## config.mk

```make
export PLATFORM = sky130hd
export DESIGN_NAME = nvram_ioctl_port
export DESIGN_NICKNAME = d
export VERILOG_FILES = /design/src/rtl/nvram_pkg.sv /design/src/rtl/nvram_ioctl_port.sv
export SDC_FILE = /design/constraint.sdc
export NUM_CORES = 1
export LEC_CHECK = 0
export CORE_ASPECT_RATIO = 2
export CORE_MARGIN = 2
export CORE_UTILIZATION = 44
export CTS_BUF_LIST = sky130_fd_sc_hd__clkbuf_8
export DETAILED_ROUTE_END_ITERATION = 12
export MAX_ROUTING_LAYER = met4
export PLACE_DENSITY_LB_ADDON = 0.15
export RECOVER_POWER = 100
export SLEW_MARGIN = 10
export SYNTH_ARGS = -nofsm -noshare
export SYNTH_HDL_FRONTEND = slang
export SYNTH_SLANG_ARGS = --single-unit
```

## constraint.sdc

```tcl
create_clock -name clk_sys -period 2.7 [get_ports clk_sys]
set_clock_uncertainty 0.05 [all_clocks]
set_input_delay 0.405 -clock clk_sys [delete_from_list [all_inputs] [get_ports clk_sys]]
set_output_delay 0.405 -clock clk_sys [all_outputs]
set_load 0.05 [all_outputs]
```

## src/rtl/nvram_pkg.sv

```systemverilog
// Shared constants for the NVRAM ioctl responder: FSM state codes, nibble
// selects within a byte, and the fill byte returned for unmapped addresses.
package nvram_pkg;

    typedef logic [2:0] state_t;

    localparam state_t ST_IDLE   = 3'd0;
    localparam state_t ST_RD_LO  = 3'd1;
    localparam state_t ST_CAP_LO = 3'd2;
    localparam state_t ST_RD_HI  = 3'd3;
    localparam state_t ST_CAP_HI = 3'd4;
    localparam state_t ST_WR_LO  = 3'd5;
    localparam state_t ST_WR_HI  = 3'd6;

    localparam logic NIB_LO = 1'b0;
    localparam logic NIB_HI = 1'b1;

    localparam logic [7:0] FILL_BYTE = 8'hFF;

endpackage

```

## src/rtl/nvram_ioctl_port.sv

```systemverilog
// Saves/restores the 4-bit CMOS RAM over the HPS ioctl path, packing two
// nibbles per byte, and flags CMOS changes since the last save/restore.
//
// state   | meaning
// --------+--------------------------------------------------
// IDLE    | waiting for an ioctl_rd / ioctl_wr strobe
// RD_LO   | requesting low nibble (2n) read
// CAP_LO  | capturing low nibble from cmos_rdata
// RD_HI   | requesting high nibble (2n+1) read
// CAP_HI  | capturing high nibble, presenting ioctl_din
// WR_LO   | requesting low nibble write
// WR_HI   | requesting high nibble write
module nvram_ioctl_port
    import nvram_pkg::*;
#(
    parameter int          CMOS_AW  = 10,
    parameter logic [15:0] NV_INDEX = 16'd4
) (
    input  logic               clk_sys,
    input  logic               reset,
    input  logic               ioctl_upload,
    input  logic               ioctl_download,
    input  logic [15:0]        ioctl_index,
    input  logic [24:0]        ioctl_addr,
    input  logic               ioctl_rd,
    input  logic               ioctl_wr,
    input  logic [7:0]         ioctl_dout,
    output logic [7:0]         ioctl_din,
    output logic               ioctl_wait,
    output logic               cmos_req,
    input  logic               cmos_gnt,
    output logic [CMOS_AW-1:0] cmos_addr,
    output logic               cmos_we,
    output logic [3:0]         cmos_wdata,
    input  logic [3:0]         cmos_rdata,
    input  logic               cpu_cmos_we,
    output logic               nvram_dirty
);

    localparam int NV_BYTES = 2 ** (CMOS_AW - 1);

    state_t             state;
    logic [CMOS_AW-2:0] byte_addr;
    logic [7:0]         wr_byte;
    logic [3:0]         lo_nib;
    logic               oor_rd;
    logic               prev_upload;
    logic               prev_download;

    logic idx_match;
    logic acc_rd;
    logic acc_wr;
    logic in_range;
    logic nv_end;

    assign idx_match = (ioctl_index == NV_INDEX);
    assign acc_rd    = ioctl_rd & ioctl_upload & idx_match;
    assign acc_wr    = ioctl_wr & ioctl_download & idx_match;
    assign in_range  = (ioctl_addr < 25'(NV_BYTES));

    // Bus outputs decode straight from state so an async reset drops them at once.
    assign cmos_req  = (state == ST_RD_LO) | (state == ST_RD_HI) |
                       (state == ST_WR_LO) | (state == ST_WR_HI);
    assign cmos_we   = (state == ST_WR_LO) | (state == ST_WR_HI);
    assign cmos_addr = {byte_addr,
                        ((state == ST_RD_HI) || (state == ST_WR_HI)) ? NIB_HI : NIB_LO};

    always_comb begin
        cmos_wdata = 4'h0;
        if (state == ST_WR_LO) cmos_wdata = wr_byte[3:0];
        if (state == ST_WR_HI) cmos_wdata = wr_byte[7:4];
    end

    always_ff @(posedge clk_sys or posedge reset) begin
        if (reset) begin
            state      <= ST_IDLE;
            byte_addr  <= '0;
            wr_byte    <= 8'h00;
            lo_nib     <= 4'h0;
            oor_rd     <= 1'b0;
            ioctl_din  <= 8'h00;
            ioctl_wait <= 1'b0;
        end else begin
            oor_rd <= 1'b0;
            case (state)
                ST_IDLE: begin
                    // Wait high while idle only happens for the unmapped-address pulse.
                    if (ioctl_wait) begin
                        ioctl_wait <= 1'b0;
                        if (oor_rd) ioctl_din <= FILL_BYTE;
                    end else if (acc_rd) begin
                        ioctl_wait <= 1'b1;
                        if (in_range) begin
                            byte_addr <= ioctl_addr[CMOS_AW-2:0];
                            state     <= ST_RD_LO;
                        end else begin
                            oor_rd <= 1'b1;
                        end
                    end else if (acc_wr) begin
                        ioctl_wait <= 1'b1;
                        if (in_range) begin
                            byte_addr <= ioctl_addr[CMOS_AW-2:0];
                            wr_byte   <= ioctl_dout;
                            state     <= ST_WR_LO;
                        end
                    end
                end
                ST_RD_LO:  if (cmos_gnt) state <= ST_CAP_LO;
                ST_CAP_LO: begin
                    lo_nib <= cmos_rdata;
                    state  <= ST_RD_HI;
                end
                ST_RD_HI:  if (cmos_gnt) state <= ST_CAP_HI;
                ST_CAP_HI: begin
                    ioctl_din  <= {cmos_rdata, lo_nib};
                    ioctl_wait <= 1'b0;
                    state      <= ST_IDLE;
                end
                ST_WR_LO:  if (cmos_gnt) state <= ST_WR_HI;
                ST_WR_HI: begin
                    if (cmos_gnt) begin
                        ioctl_wait <= 1'b0;
                        state      <= ST_IDLE;
                    end
                end
                default:   state <= ST_IDLE;
            endcase
        end
    end

    assign nv_end = idx_match & ((prev_upload & ~ioctl_upload) |
                                 (prev_download & ~ioctl_download));

    always_ff @(posedge clk_sys or posedge reset) begin
        if (reset) begin
            prev_upload   <= 1'b0;
            prev_download <= 1'b0;
            nvram_dirty   <= 1'b0;
        end else begin
            prev_upload   <= ioctl_upload;
            prev_download <= ioctl_download;
            if (cpu_cmos_we)  nvram_dirty <= 1'b1;
            else if (nv_end)  nvram_dirty <= 1'b0;
        end
    end

endmodule

```

## Word level (Yosys, flattened, before mapping)

Cells that the tools add are included.

- Input port bits: 61
- Logic and storage cells: 84
- Register bits: 37
- RAM bits: 0
- Output and inout bits: 26
- Latch bits: 0
- Memory bits (read-only): 0
- Memories kept: 0

- Reductions and logical operators: 11
- $add $sub $neg: 0
- Multiply operators: 0
- Bitwise logic cells: 16
- Mux-type cells: 30
- Magnitude comparators: 1
- Shifts and indexed selects: 0
- Eq/ne operators: 16
- Div/mod/pow operators: 0

Operators by type and width:

| operator | number |
|---|---|
| $mux 3 | 9 |
| $mux 9 | 3 |
| $lt 25x10->1 const B | 1 |
| $pmux 3 s6 | 1 |
| $eq 16x3->1 const B | 1 |
| $mux 8 | 2 |
| $ne 2x2->1 const B | 8 |
| $pmux 8 s2 | 1 |
| $mux 1 | 11 |
| $eq 3x3->1 const B | 3 |
| $mux 4 | 2 |
| $and 1x1->1 | 7 |
| $reduce_and 7->1 | 1 |
| $eq 3x2->1 const B | 2 |
| $reduce_and 3->1 | 2 |
| $reduce_bool 2->1 | 3 |
| $or 1x1->1 | 5 |
| $reduce_and 5->1 | 1 |
| $not 1->1 | 4 |
| $eq 3x1->1 const B | 1 |
| $logic_not 3->1 | 1 |
| $ne 3x3->1 const B | 1 |
| $pmux 1 s3 | 1 |
| $reduce_bool 3->1 | 1 |
| 2 further kinds | 2 |

## Logic depth before layout (Yosys ltp)

Gate-level depths: netlist (run 1).

- Word-level depth: 6
- Gate-level depth with buffers: 5
- Depth with buffers taken out: 4

## Worst setup path after synthesis (run 1)

OpenSTA, ideal clock, no wires.

- Kind: register to output
- Start point: reg state[2]
- End point: out cmos_we
- Data required time: 2.245 ns
- Path buffers: 2
- Setup slack: 0.297 ns
- Stages on the path, launching flop included: 4
- Arrival: 1.948 ns
- Cells stage by stage: dfrtp_1 > clkbuf_1 > clkbuf_1 > a21boi_0

- Cells in the longest elaborated chain, start to end: 2
- Elaborated cells on any way between the ends: 3
- Classes of those cells: eq/ne (2); bitwise (1)

RTL lines:

| element | line | text |
|---|---|---|
| start: declaration | nvram_ioctl_port.sv:42 | `state_t state;` |
| start signal: assignment | nvram_ioctl_port.sv:76 | `state <= ST_IDLE;` |
| start signal: assignment | nvram_ioctl_port.sv:95 | `state <= ST_RD_LO;` |
| start signal: assignment | nvram_ioctl_port.sv:104 | `state <= ST_WR_LO;` |
| $eq 3x3->1 | nvram_ioctl_port.sv:64 | `assign cmos_we = (state == ST_WR_LO) \| (state == ST_WR_HI);` |
| $or 1x1->1 * | nvram_ioctl_port.sv:64 |  |
| end: declaration | nvram_ioctl_port.sv:33 | `output logic cmos_we,` |

Every way passes the cells marked *; elsewhere a longest branch is shown, timed or not.

## Worst setup path after layout (run 1)

- Start point: reg state[0]
- End point: out cmos_we

The elaborated chain is that of the path after synthesis.

==> run summary, run 1 <==
The run finished with clean final reports. Worst-path cell with the longest stage delay: sky130_fd_sc_hd__clkdlybuf4s50_1. The floorplan step defined a core boundary enclosing 3610 um^2. For the routed length on met2, the log shows 2520 um. The cell sitting at the root of the clock tree is a sky130_fd_sc_hd__clkbuf_8.

Worst slew margin relative to its limit: 0.390. Detailed placement finished with a half-perimeter wire length of 3520 um. The signal on the critical path passes through nand2b_1 -> a21boi_0 -> clkdlybuf4s50_1.

The run gives 0 as the yosys synthesis warning count. The startpoint identified for the worst hold timing path is ioctl_din[3]. The endpoint identified for the worst register-to-register timing path is byte_addr[7].

The share of flip-flops with an asynchronous set or reset after synthesis was 1.00; the number of enable flip-flop cells after synthesis was 0. The part of the cycle the worst path needs works out to 0.948. The area growth from synthesis to layout is 60.2%.

The hold path depth works out to 1. The total design power was 2.13 mW; the via count was 1,475. The count of buffer and inverter cells on the critical path is 1.

The effective utilization at floorplan is 0.459, and the number of buffers added by the clock tree synthesis step is 5. The type of origin of the critical path is a flop. The power density relative to cell area came out at 803 nW/um^2. Across the run, the number of max-cap violations was 0.

The worst setup slack for register-to-register paths came out at 0.63 ns. Counting cells, the worst reg-to-reg path comes to 5. The worst-case IR drop observed on VDD is 704 uV. For the sequential fraction of the synthesis area, the log shows 0.559. The actual transition at the worst max-transition pin came out at 0.915 ns.

The worst hold-check path type is reg -> reg. For the count of final setup violators, the log shows 0. For hold timing, the worst endpoint is ioctl_din[3]. The critical path is of the reg -> out type. Dividing the detail-routed via count by the number of cells gives 5.34. After the first detailed-routing iteration, the DRC count stood at 25. Final sum of negative setup slack: 0 ns. The first-pass GRT wire length came out at 6920 um. Of all cell types, the one taking the most synthesized area is sky130_fd_sc_hd__dfrtp_1. The met3 routed wirelength is 421 um, and the total number of nets in the final design is 287.

Count of hold-fix buffers inserted at cts: 0. Net count after synthesis: 193. The detailed router used layers up to and including met4.

For the level count of the clock H-tree, the log shows 2. The commonest register cell after synthesis is sky130_fd_sc_hd__dfrtp_1. The count of pins over their slew limit is 0.

The pre-antenna-repair detailed-routing pass consisted of 7 iterations. The most used standard cell by instance count after synthesis was sky130_fd_sc_hd__dfrtp_1. The cell count after synthesis came out at 132. The via count of the first global-routing pass came out at 1,581. The die covers 4300 um^2. The run gives 0 as the final count of hold timing violations.

The top-level port count was 87; the distinct cell type count after synthesis was 30. The routability congestion estimate was 0.835; the minimum period implied by the final worst setup slack was 2.56 ns. Kind of cell adding the most delay to the critical path: buffers and inverters. In this run the worst path has a maximum fanout of 13. Timing analysis after detailed placement gives a worst setup slack of 0.104 ns.

Setup repair after global routing left no endpoint under its margin. The DRC violations left is 0, and the detailed-route wire length per cell is 16.2 um. The share of Yosys cell area claimed by the top area cell type is 0.559, and the floorplan row count is 31. For the worst setup path, the data required time is 2.25 ns. The number of antenna diodes came out at 0. The worst setup path is captured at a primary output. TritonCTS built the clock tree. The arrival time of the worst setup path was 2.10 ns.

The synthesized area per cell works out to 12.5 um^2. The analysis attributes to cell leakage a power of 1.15 nW. The buffer levels on the longest clock path came out at 2. After synthesis, the cell types taking the most area are sky130_fd_sc_hd__dfrtp_1 56%, sky130_fd_sc_hd__mux2_2 14%, sky130_fd_sc_hd__o22a_1 4.2%, sky130_fd_sc_hd__a22oi_1 3.2%, sky130_fd_sc_hd__nor4_1 2.6%. The routed design has 4470 um of wire. Sorting the synthesized cells by how often they occur yields 37 x sky130_fd_sc_hd__dfrtp_1, 21 x sky130_fd_sc_hd__mux2_2, 8 x sky130_fd_sc_hd__o22a_1.

CTS saw 37 sinks. The post-detailed-route count of antenna-violating nets is 0. The initial antenna violation count is 0.

The logs give 38 for the maximum number of pins on one net before global-route repair and 0.141 ns for the smallest setup slack after layout. Share of the core filled with cells in the final layout: 0.736. The die is 47.4 um wide. In this run, synthesis produced a sequential element count of 37. The run gives 0 as the total of cells resized after clock tree synthesis. Summed over all layers, the global routing overflow is 0. The buffer count from post-CTS setup fixing was 0; the clock-pin slew of the registers on the worst-case setup and hold paths was 0.07 ns.

Static timing analysis puts the maximum clock frequency at 391 MHz. The worst reg2reg path startpoint is state[0]. The logic depth of the worst setup path including buffers came out at 3.

During placement, the flow inserted port buffers numbering 86. The combined global-route utilization of all metal layers is 0.232. The mapped netlist covers 1660 um^2. The layout cell share with drive strength beyond 1 was 0.163; the worst-skew pair later-pin latency was 0.29 ns. After detailed routing, the wire length on met1 is 1400 um.

Measured along the y axis, the die boundary spans 90.8 um. The biggest cell delay along the critical path was 0.83 ns.
==> worst register-to-register path, stage by stage (launching register included) <==
cell and delay (ns):
sky130_fd_sc_hd__dfrtp_1 0.53, sky130_fd_sc_hd__nor2_1 0.30, sky130_fd_sc_hd__nand2_1 0.15, sky130_fd_sc_hd__nor4_1 0.27, sky130_fd_sc_hd__clkbuf_2 0.29, sky130_fd_sc_hd__mux2_2 0.37
==> how the worst max path moves through the flow <==
stage,start,to,slack (ns)
after floorplan,state[2],cmos_we,0.30
after global routing,state[0],cmos_we,0.006
after global placement,ioctl_addr[12],byte_addr[0],0.16
after CTS,state[0],cmos_we,0.15
final,state[0],cmos_we,0.14
after detailed placement,ioctl_addr[12],byte_addr[7],0.10
==> per-layer routing <==
layer / global-route usage / up-vias
met5: - / -
met4: 0.123 / 0
met3: 0.0560 / 13
met2: 0.394 / 77
met1: 0.221 / 702
li1: - / 683
==> power by group <==
part | switching, mW | internal [mW] | total, mW | leakage [nW]
Combinational | 0.520 | 0.353 | 0.873 | 0.616
Sequential | 0.104 | 0.668 | 0.772 | 0.471
Clock | 0.188 | 0.297 | 0.485 | 0.0626
==> through the flow <==
| stage | std cells | cell area (um^2) | hold WS (ns) |
|---|---|---|---|
| 3_3_place_gp | 268 | 2590 | 0.420 |
| 6_report | 276 | 2650 | 0.438 |
| 5_1_grt | 276 | 2650 | 0.463 |
| 3_5_place_dp | 268 | 2590 | 0.435 |
| 2_1_floorplan | 132 | 1660 | 0.386 |
| 4_1_cts | 276 | 2710 | 0.452 |
==> state kept, by name (all words and copies together), names as in the netlist <==
signal,cells
prev_download,1
lo_nib,4
state,3
prev_upload,1
wr_byte,8
oor_rd,1
ioctl_wait,1
nvram_dirty,1
byte_addr,9
ioctl_din,8
==> kinds of logic (layout without fill, tap and decap cells) <==
family | Yosys count | in the layout | share of synthesized area
AO/OA/AOI/OAI | 27 | 27 | 0.117
multiplexers | 21 | 21 | 0.143
XOR/XNOR | 2 | 2 | 0.0106
flip-flops | 37 | 37 | 0.559
AND/OR/NAND/NOR | 37 | 37 | 0.153
buffers and inverters | 8 | 103 | 0.0181
==> area by class of cell <==
class / count / area [um^2]
clock inverter: 2 / 33.8
inverter: 4 / 15.0
multi-input combinational: 87 / 664
tap: 49 / 61.3
clock buffer: 6 / 82.6
fill: 255 / 953
timing repair buffer: 91 / 871
sequential: 37 / 926
==> cells in the final DEF (no fill, tap or decap), drive strengths merged, types with 2 or more instances in the layout <==
cell,instances
dlygate4sd3,26
nand2b,3
dfrtp,37
nand4,3
o21ai,5
clkbuf,13
a21boi,2
nor2,4
nor4,9
or4,2
clkdlybuf4s50,56
mux2,21
a21oi,3
nor2b,6
buf,2
nand2,4
o22a,8
a22oi,7
inv,5
No activity file was read; power rests on OpenSTA's default activity.
==> run 2: changes to the inputs <==
CORE_MARGIN = not set   (was 2)
==> run summary, run 2 (synthesized netlist as in run 1, its figures left out) <==
Final sum of negative setup slack: 0 ns. The die covers 4030 um^2. Wires add up to 4420 um. The worst setup path is launched from a flop.

Compared with the post-synthesis result, the final layout area differs by 61.3%. The worst slew margin relative to its limit is 0.394. For the total iterations of the first detailed-routing run, the log shows 5.

The most flop-heavy register was byte_addr. After clock tree synthesis, the flow added hold-fix buffers numbering 0. The clock-pin slew of the registers on the worst-case setup and hold paths was 0.07 ns.

Among cell families on the critical path, the largest total delay comes from buffers and inverters. The post-route cell area was 2670 um^2. TritonCTS built the clock tree. The final count of hold timing violations is 0. For the total of cells resized after clock tree synthesis, the log shows 0. Counting along the longest clock path gives a buffer depth of 2. Dividing total power by cell area gives a power density of 801 nW/um^2. The worst voltage drop across the vdd grid came out at 655 uV. In the layout the commonest cells are 56 x sky130_fd_sc_hd__clkdlybuf4s50_1, 37 x sky130_fd_sc_hd__dfrtp_1, 26 x sky130_fd_sc_hd__dlygate4sd3_1.

Detailed placement ended at an HPWL of 3520 um. The run finished with clean final reports. Timing would allow up to 392 MHz. The die width was 45.4 um; the post-detailed-route count of antenna-violating nets was 0. For the top-level port count, the log shows 87.

The run gives 21 as the number of design-rule violations left by the first detailed-router iteration. For the number of antenna diodes, the log shows 0. The count of pins over their slew limit was 0. The logs give 5 for the number of buffers added by the clock tree synthesis step and 267 for the total instance count after detailed placement. The worst-path cell with the longest stage delay was sky130_fd_sc_hd__dlygate4sd3_1.

The initial antenna violation count was 0; the detailed-route wire length per cell was 16.1 um. After clock tree synthesis, the setup repair step added 0 buffers. The via count of the first global-routing pass is 1,522, and the actual transition at the worst max-transition pin is 0.909 ns. Setup repair after global routing left no endpoint under its margin. The tools report the via count as 1,462. In the routed design, unresolved DRC markers number 0. Entering global routing, the biggest net connects 38 pins. The library cell used most frequently in the layout, excluding fill and tap cells, is sky130_fd_sc_hd__clkdlybuf4s50_1. Placeable core region: 3610 um^2. The tools report the cell at the root of the clock tree as sky130_fd_sc_hd__clkbuf_8. STA classifies the critical path endpoint as a primary output. Once placement finished, the instance area stood at 2580 um^2.

The tools report the reported max-cap violation count as 0. The path class of the tightest hold or removal check is reg -> reg. First-pass GRT wire length: 6910 um. The via-per-instance ratio came out at 5.32.

Setup violations remaining at the end of the flow were counted as 0. Overall power consumption after layout is estimated at 2.14 mW. The worst path needs 2.55 ns of the cycle, external delays included. The run gives 0.28 ns as the worst-skew pair later-pin latency. The largest fanout of any net on the critical path came out at 16.

The largest registers in the layout are byte_addr: 9 flops, ioctl_din: 8 flops, wr_byte: 8 flops. The run gives 286 as the total number of nets in the final design. The clock tree synthesis step divided the H-tree into 2 levels. The congestion estimate from routability-driven global placement came to 0.816.

The layout cell share with drive strength beyond 1 works out to 0.159. The static power due to leakage came out at 1.15 nW. The die is 88.8 um tall.

Counting every sink on the clock net gives 37. For the worst setup path, the data arrival time is 2.09 ns. The signal on the critical path passes through xor2_1 -> and2_1 -> dlygate4sd3_1. The run gives 0.62 ns as the worst setup slack for register-to-register paths. Combined global-route utilization of all metal layers: 0.247. For the required arrival time at the worst endpoint, the log shows 2.25 ns. Critical path class: reg -> out.

Input and output buffers added on the ports amount to 86. The part of the cycle the worst path needs was 0.944; the effective utilization at floorplan was 0.459. The number of filler instances in the final layout is 267, and the floorplan row count is 31.

The count of buffer and inverter cells on the critical path is 1. The biggest cell delay along the critical path was 0.87 ns; the number of standard cells in the final layout excluding fillers was 275. The register with the most flip-flops in the layout has 9 of them. The total global routing overflow was 0.
run 2: changes by cell type in the layout (fill, tap and decap cells not counted), sizes merged:
cell | previous run | this run
buf | 2 | 1
run 2: final timing paths:
kind / start / endpoint / cells past startpoint
worst min-delay path: ioctl_din[5] / ioctl_din[5] / 1
worst min register to register: ioctl_din[5] / ioctl_din[5] / 1
min in group asynchronous: reset / wr_byte[7] / 3
worst max-delay path: state[2] / cmos_addr[0] / 3
worst max register to register: state[0] / byte_addr[6] / 5
max in group asynchronous: reset / ioctl_din[1] / 3
run 2: cell type report:
cell class	instances	area, um^2	share of cell area
multi-input cells	87	694	0.260
clock inverters	2	33.8	0.0126
inverters	4	15.0	0.00562
repair buffers	90	860	0.322
clock buffers	6	82.6	0.0309
well taps	49	61.3	0.0229
flip-flops and latches	37	926	0.346
run 2: layer usage:
| metal | vias up | track usage | share of wire |
|---|---|---|---|
| met5 | - | - | 0 |
| met4 | 0 | 0.0744 | 0.012 |
| met3 | 4 | 0.0551 | 0.076 |
| met2 | 73 | 0.466 | 0.58 |
| met1 | 707 | 0.232 | 0.33 |
| li1 | 678 | - | - |
run 2: metrics by stage:
stage,utilization,setup slack [ns],hold slack [ns]
6_report,0.741,0.150,0.441
5_1_grt,0.741,0.0456,0.458
4_1_cts,0.749,0.161,0.448
3_5_place_dp,0.716,0.108,0.430
3_3_place_gp,0.716,0.150,0.421
2_1_floorplan,-,0.297,0.386
run 2: power breakdown:
group / switching [mW] / total (mW) / internal (mW)
logic: 0.522 / 0.869 / 0.347
clock network: 0.187 / 0.484 / 0.297
registers: 0.119 / 0.787 / 0.668
total: 0.828 / 2.14 / 1.31
run 2: worst register-to-register path, cell delays in order, from the launching register on:
cell and delay [ns]:
sky130_fd_sc_hd__dfrtp_1 0.53, sky130_fd_sc_hd__nor2_1 0.30, sky130_fd_sc_hd__nand2_1 0.20, sky130_fd_sc_hd__nor4_4 0.23, sky130_fd_sc_hd__clkbuf_2 0.28, sky130_fd_sc_hd__mux2_2 0.37
